### config.mk
export PLATFORM = sky130hd
export DESIGN_NAME = ext_domain_pwr_seq
export DESIGN_NICKNAME = d
export VERILOG_FILES = /design/src/rtl/ext_domain_pwr_seq_pkg.sv /design/src/rtl/ext_domain_pwr_ack_sync.sv /design/src/rtl/ext_domain_pwr_seq.sv
export SDC_FILE = /design/constraint.sdc
export NUM_CORES = 1
export LEC_CHECK = 0
export ABC_AREA = 0
export CORE_MARGIN = 2
export CORE_UTILIZATION = 49
export DETAILED_ROUTE_END_ITERATION = 16
export GPL_TIMING_DRIVEN = 1
export PLACE_DENSITY = 0.75
export SYNTH_ARGS = -nofsm -noshare
export SYNTH_HDL_FRONTEND = slang
export SYNTH_HIERARCHICAL = 1
export SYNTH_SLANG_ARGS = --single-unit
### constraint.sdc
create_clock -name clk_i -period 2.4 [get_ports clk_i]
set_clock_uncertainty 0.15 [all_clocks]
set_input_delay 0.72 -clock clk_i [delete_from_list [all_inputs] [get_ports clk_i]]
set_output_delay 0.72 -clock clk_i [all_outputs]
set_load 0.05 [all_outputs]
### src/rtl/ext_domain_pwr_seq_pkg.sv
// Shared types for the external power-domain sequencer.
// State encodings are software-visible through pwr_state_o.
package ext_domain_pwr_seq_pkg;

  localparam int unsigned PWR_STATE_W = 4;

  typedef enum logic [PWR_STATE_W-1:0] {
    S_INIT    = 4'd0,
    S_ON      = 4'd1,
    S_CLK_OFF = 4'd2,
    S_ISO_ON  = 4'd3,
    S_RST_ON  = 4'd4,
    S_SW_OFF  = 4'd5,
    S_OFF     = 4'd6,
    S_SW_ON   = 4'd7,
    S_CLK_ON  = 4'd8,
    S_RST_REL = 4'd9,
    S_ISO_REL = 4'd10,
    S_ERROR   = 4'd11
  } pwr_state_e;

endpackage

### src/rtl/ext_domain_pwr_ack_sync.sv
// Multi-flop synchroniser for the asynchronous switch-cell acknowledge.
// Reset value is a parameter so the chain can start at a known level.
module ext_domain_pwr_ack_sync #(
  parameter int unsigned STAGES  = 2,
  parameter logic        RST_VAL = 1'b0
) (
  input  logic clk_i,
  input  logic rst_ni,
  input  logic d_i,
  output logic q_o
);

  logic [STAGES-1:0] sync_q;

  always_ff @(posedge clk_i or negedge rst_ni) begin
    if (!rst_ni) begin
      sync_q <= {STAGES{RST_VAL}};
    end else begin
      sync_q <= {sync_q[STAGES-2:0], d_i};
    end
  end

  assign q_o = sync_q[STAGES-1];

endmodule

### src/rtl/ext_domain_pwr_seq.sv
// Power-gating sequencer for one external domain: orders clock, isolation,
// reset and switch pins, and waits for the switch ack under a timeout.
module ext_domain_pwr_seq
  import ext_domain_pwr_seq_pkg::*;
#(
  parameter int unsigned SYNC_STAGES = 2,
  parameter int unsigned ACK_TIMEOUT = 64,
  parameter int unsigned RST_CYCLES  = 4,
  parameter int unsigned ISO_CYCLES  = 2,
  parameter int unsigned CNT_W       = 8
) (
  input  logic                   clk_i,
  input  logic                   rst_ni,
  input  logic                   req_valid_i,
  input  logic                   req_on_i,
  output logic                   req_ready_o,
  input  logic                   ret_en_i,
  input  logic                   err_clr_i,
  output logic                   done_o,
  output logic                   busy_o,
  output logic                   err_o,
  output logic [PWR_STATE_W-1:0] pwr_state_o,
  output logic                   switch_no,
  input  logic                   switch_ack_ni,
  output logic                   iso_no,
  output logic                   rst_no,
  output logic                   clk_en_no,
  output logic                   ret_no
);

  localparam logic [CNT_W-1:0] ACK_LAST = CNT_W'(ACK_TIMEOUT - 1);
  localparam logic [CNT_W-1:0] RST_LAST = CNT_W'(RST_CYCLES - 1);
  localparam logic [CNT_W-1:0] ISO_LAST = CNT_W'(ISO_CYCLES - 1);

  pwr_state_e       state_q, state_d;
  logic [CNT_W-1:0] cnt_q, cnt_d;
  logic             dir_q, dir_d;
  logic             boot_q, boot_d;
  logic             sw_q, sw_d;
  logic             iso_q, iso_d;
  logic             rst_q, rst_d;
  logic             clk_q, clk_d;
  logic             ret_q, ret_d;
  logic             rdy_q, rdy_d;
  logic             done_q, done_d;
  logic             busy_q, busy_d;
  logic             err_q, err_d;
  logic             ack_s;
  logic             req_acc;

  ext_domain_pwr_ack_sync #(
    .STAGES  (SYNC_STAGES),
    .RST_VAL (1'b0)
  ) u_ack_sync (
    .clk_i  (clk_i),
    .rst_ni (rst_ni),
    .d_i    (switch_ack_ni),
    .q_o    (ack_s)
  );

  assign req_acc = req_valid_i & rdy_q;

  always_comb begin
    state_d = state_q;
    dir_d   = dir_q;
    boot_d  = boot_q;
    done_d  = 1'b0;
    unique case (state_q)
      S_INIT:    if (cnt_q == RST_LAST) state_d = S_ISO_REL;
      S_ON: begin
        if (req_acc) begin
          if (req_on_i) done_d = 1'b1;
          else state_d = S_CLK_OFF;
        end
      end
      S_CLK_OFF: state_d = S_ISO_ON;
      S_ISO_ON:  if (cnt_q == ISO_LAST) state_d = S_RST_ON;
      S_RST_ON:  state_d = S_SW_OFF;
      S_SW_OFF: begin
        if (ack_s) begin
          state_d = S_OFF;
          done_d  = 1'b1;
        end else if (cnt_q == ACK_LAST) begin
          state_d = S_ERROR;
          dir_d   = 1'b0;
        end
      end
      S_OFF: begin
        if (req_acc) begin
          if (!req_on_i) done_d = 1'b1;
          else state_d = S_SW_ON;
        end
      end
      S_SW_ON: begin
        if (!ack_s) begin
          state_d = S_CLK_ON;
        end else if (cnt_q == ACK_LAST) begin
          state_d = S_ERROR;
          dir_d   = 1'b1;
        end
      end
      S_CLK_ON:  if (cnt_q == RST_LAST) state_d = S_RST_REL;
      S_RST_REL: if (cnt_q == ISO_LAST) state_d = S_ISO_REL;
      S_ISO_REL: begin
        state_d = S_ON;
        done_d  = ~boot_q;
        boot_d  = 1'b0;
      end
      S_ERROR: begin
        if (err_clr_i) state_d = dir_q ? S_SW_ON : S_SW_OFF;
      end
      default:   state_d = S_INIT;
    endcase
  end

  // Pins change only on state entry, so ERROR naturally freezes them.
  always_comb begin
    sw_d  = sw_q;
    iso_d = iso_q;
    rst_d = rst_q;
    clk_d = clk_q;
    ret_d = ret_q;
    if (state_d != state_q) begin
      unique case (state_d)
        S_CLK_OFF: clk_d = 1'b1;
        S_ISO_ON:  iso_d = 1'b0;
        S_RST_ON:  rst_d = 1'b0;
        S_SW_OFF:  sw_d  = 1'b1;
        S_SW_ON: begin
          sw_d  = 1'b0;
          ret_d = 1'b1;
        end
        S_CLK_ON:  clk_d = 1'b0;
        S_RST_REL: rst_d = 1'b1;
        S_ISO_REL: begin
          iso_d = 1'b1;
          rst_d = 1'b1;
        end
        default: ;
      endcase
    end
    if (state_d == S_OFF) ret_d = ~ret_en_i;
  end

  always_comb begin
    if (state_d != state_q) begin
      cnt_d = '0;
    end else if (state_q inside {S_ON, S_OFF, S_ERROR}) begin
      cnt_d = cnt_q;
    end else begin
      cnt_d = cnt_q + 1'b1;
    end
    rdy_d  = state_d inside {S_ON, S_OFF};
    busy_d = !(state_d inside {S_ON, S_OFF, S_ERROR});
    err_d  = state_d == S_ERROR;
  end

  always_ff @(posedge clk_i or negedge rst_ni) begin
    if (!rst_ni) begin
      state_q <= S_INIT;
      cnt_q   <= '0;
      dir_q   <= 1'b0;
      boot_q  <= 1'b1;
      sw_q    <= 1'b0;
      iso_q   <= 1'b0;
      rst_q   <= 1'b0;
      clk_q   <= 1'b0;
      ret_q   <= 1'b1;
      rdy_q   <= 1'b0;
      done_q  <= 1'b0;
      busy_q  <= 1'b1;
      err_q   <= 1'b0;
    end else begin
      state_q <= state_d;
      cnt_q   <= cnt_d;
      dir_q   <= dir_d;
      boot_q  <= boot_d;
      sw_q    <= sw_d;
      iso_q   <= iso_d;
      rst_q   <= rst_d;
      clk_q   <= clk_d;
      ret_q   <= ret_d;
      rdy_q   <= rdy_d;
      done_q  <= done_d;
      busy_q  <= busy_d;
      err_q   <= err_d;
    end
  end

  assign pwr_state_o = state_q;
  assign switch_no   = sw_q;
  assign iso_no      = iso_q;
  assign rst_no      = rst_q;
  assign clk_en_no   = clk_q;
  assign ret_no      = ret_q;
  assign req_ready_o = rdy_q;
  assign done_o      = done_q;
  assign busy_o      = busy_q;
  assign err_o       = err_q;

endmodule

==> out/metrics.yaml <==
outcome: "complete, no violations"
synth_cell_types: 57
slowest_stage: "clkdlybuf4s50_1"
end_kind: "flop"
core_um2: 3030
grt_use_met2: 0.366
synth_top_area_cell: "dfrtp_1"
whs_path_depth: 0
clock_latency_ns: 0.33
hold_violations: 0
power_density_nw_per_um2: 1310
synthTopCellsByArea: "dfrtp_1 (36%), dfstp_2 (5.1%), nor2_1 (4.4%)"
swShare: 0.503
required_ns: 2.53
worstPathCellList: "clkdlybuf4s50_1, nand2_1, nor2_1, a32o_1, nor4_4, inv_2, nor3_2, a21o_1"
cp-start-kind: "input pin"
std_cell_rows: 20
seq_area_frac_synth: 0.407
slew_viol_final: 0
gp_congestion: 0.902
drtIter0Drc: 72
die_area_um2: 3620
cts.reportedPaths.clkPinSlew_ns: 0.15
top_register: "cnt_q"
tritoncts: "built"
viasPerCell: 5.92
grt_util_met3: 0.0260
n_antenna_cell: 0
worstPathArrival_ns: 2.50
finalWorstSetupSlack_ns: 0.0341
seq_power_share: 0.267
worstHoldStart: "u_ack_sync/sync_q[0]"
rsz0062_at_grt: "true"
finalCritPeriodShare: 0.986
final_net_count: 214
ys_top_cells_by_count: "dfrtp_1 (22), nor2_1 (18), nand2_1 (15), a21oi_1 (9), inv_1 (8)"
synth_edf_count: 0
numCtsBuffers: 3
die_h_um: 60.2
fin_crit_ns: 2.37
grt_pass1_wl_um: 6410
yosysTopAreaCellShare: 0.356
p_leak_uw: 0.000877
worstReg2RegEnd: "busy_o"
clkPwrFrac: 0.077
grt_max_degree: 26
io_buffer_count: 19
met1_usage: 0.348
grt_pass1_vias: 1346
worstHoldEndpoint: "u_ack_sync/sync_q[1]"
r2r-start: "cnt_q[2]"
totalWireLength_um: 3870
synth_area_per_cell_um2: 9.26
synthCells: 167
io_pins: 20
synth_ff_type: "dfrtp_1"
power_frac_comb: 0.657
die_w_um: 60.2
drtPass1Iterations: 4
vias: 1467
clockRootBuffer: "clkbuf_4"
grt_usage: 0.234
drive_gt1_frac: 0.275
synth_nets: 176
reg2reg_depth: 6
wire_per_inst_um: 15.6
vdd_drop_max_mv: 1.07
synth_seq_cells: 25
switchingPower_uw: 1300
max_slew.worst_pin.slew_ns: 0.593
finalSetupViolations: 0
grt_busiest_layer: "met2"
synth_warnings: 6
place_hpwl_um: 2830
start_util: 0.511
area_growth_pct: 27.6
clock_sinks: 25
p_int_uw: 1290
yosysMostFrequentCell: "dfrtp_1"
syn_area_um2: 1550
cap_violations: 0
place_ws_ns: -0.254
largest_register_ff_count: 8
drc_errors: 0
hp-class: "reg -> reg"
fmax_mhz: 423
cts.path.max_buffers: 2
r2r_slack_ns: 0.05
crit_type: "in -> reg"
max-slew-margin-rel: 0.594
final_antenna_net_count: 0
max_stage_delay_ns: 0.45
synthArstFlopShare: 1.00
cts.htree.levels: 1
fill_cells: 251
cp_max_fo: 5
tns_ns: 0
overflow: 0
antenna_found_initial: 0
cts_hold_buf: 0
through the flow:
stage | power [uW] | instances | instance area, um2 | util | hold WS (ns)
after floorplan | 1770 | 167 | 1550 | - | 0.181
after global placement | 2300 | 243 | 1910 | 0.632 | 0.183
after detailed placement | 2330 | 243 | 1910 | 0.632 | 0.188
after CTS | 2530 | 248 | 1950 | 0.643 | 0.231
after global routing | 2750 | 248 | 1970 | 0.652 | 0.260
final | 2590 | 248 | 1970 | 0.652 | 0.228
critical path: cells and delay by family:
family / cells / cell delay [ns]
buffers and inverters: 2 / 0.55
and+or+nand+nor: 4 / 0.80
AOI/OAI and AO/OA: 2 / 0.42
area by class of cell:
cell class / count / area (um2) / area share
Timing Repair Buffer: 41 / 369 / 0.187
Inverter: 10 / 37.5 / 0.0190
Clock inverter: 1 / 5.00 / 0.00254
Sequential cell: 25 / 632 / 0.320
Tap cell: 44 / 55.1 / 0.0279
Clock buffer: 3 / 22.5 / 0.0114
Multi-Input combinational cell: 124 / 852 / 0.432
kinds of logic (layout without fill, tap and decap cells):
kind of cell | after synthesis | count (layout) | synth area share
compound gates | 42 | 42 | 0.212
flops | 25 | 25 | 0.407
fa+ha+maj | 3 | 3 | 0.0227
mux | 1 | 1 | 0.00728
buf+inv | 18 | 55 | 0.0518
simple gates | 69 | 69 | 0.248
xor+xnor | 9 | 9 | 0.0510
layout by cell type (no fill, tap or decap), types with 5 or more instances in the layout:
cell | synthesis | final
nand3_1 | 6 | 6
nand2_1 | 15 | 15
clkdlybuf4s50_1 | 0 | 8
a31oi_1 | 5 | 5
nand4_1 | 5 | 5
nor2_1 | 18 | 18
a21oi_1 | 9 | 9
and3_1 | 5 | 5
xor2_1 | 6 | 6
inv_1 | 8 | 8
dfrtp_1 | 22 | 20
buf_4 | 3 | 27
power groups by stage:
| stage | sequential (uW) | combinational, uW | clock, uW |
|---|---|---|---|
| final | 690 | 1700 | 198 |
| after floorplan | 919 | 849 | 0 |
| after CTS | 682 | 1640 | 202 |
| after global placement | 683 | 1620 | 0 |
| after global routing | 705 | 1820 | 217 |
| after detailed placement | 689 | 1640 | 0 |
worst max-delay path by stage:
| stage | slack [ns] | to | start | cells after the start |
|---|---|---|---|---|
| global route | -0.06 | switch_no | pwr_state_o[3] | 5 |
| global placement | -0.19 | busy_o | req_valid_i | 8 |
| detailed placement | -0.25 | busy_o | req_valid_i | 8 |
| CTS | 0.003 | busy_o | cnt_q[3] | 6 |
| floorplan | 0.0004 | busy_o | pwr_state_o[2] | 8 |
| finish | 0.03 | req_ready_o | req_valid_i | 8 |
what timing repair did:
item                       4_1_cts  5_1_grt
pin swaps                        1        1
setup buffers                    1        0
cloned                           0        0
setup endpoints to repair        2        9
resized for setup                1        9
per-layer routing:
layer / up-vias / wire length [um]
met4: 0 / 31
met5: - / 0
met1: 708 / 1770
met3: 4 / 256
li1: 691 / -
met2: 64 / 1820
Power figures use the tool's default switching activity.
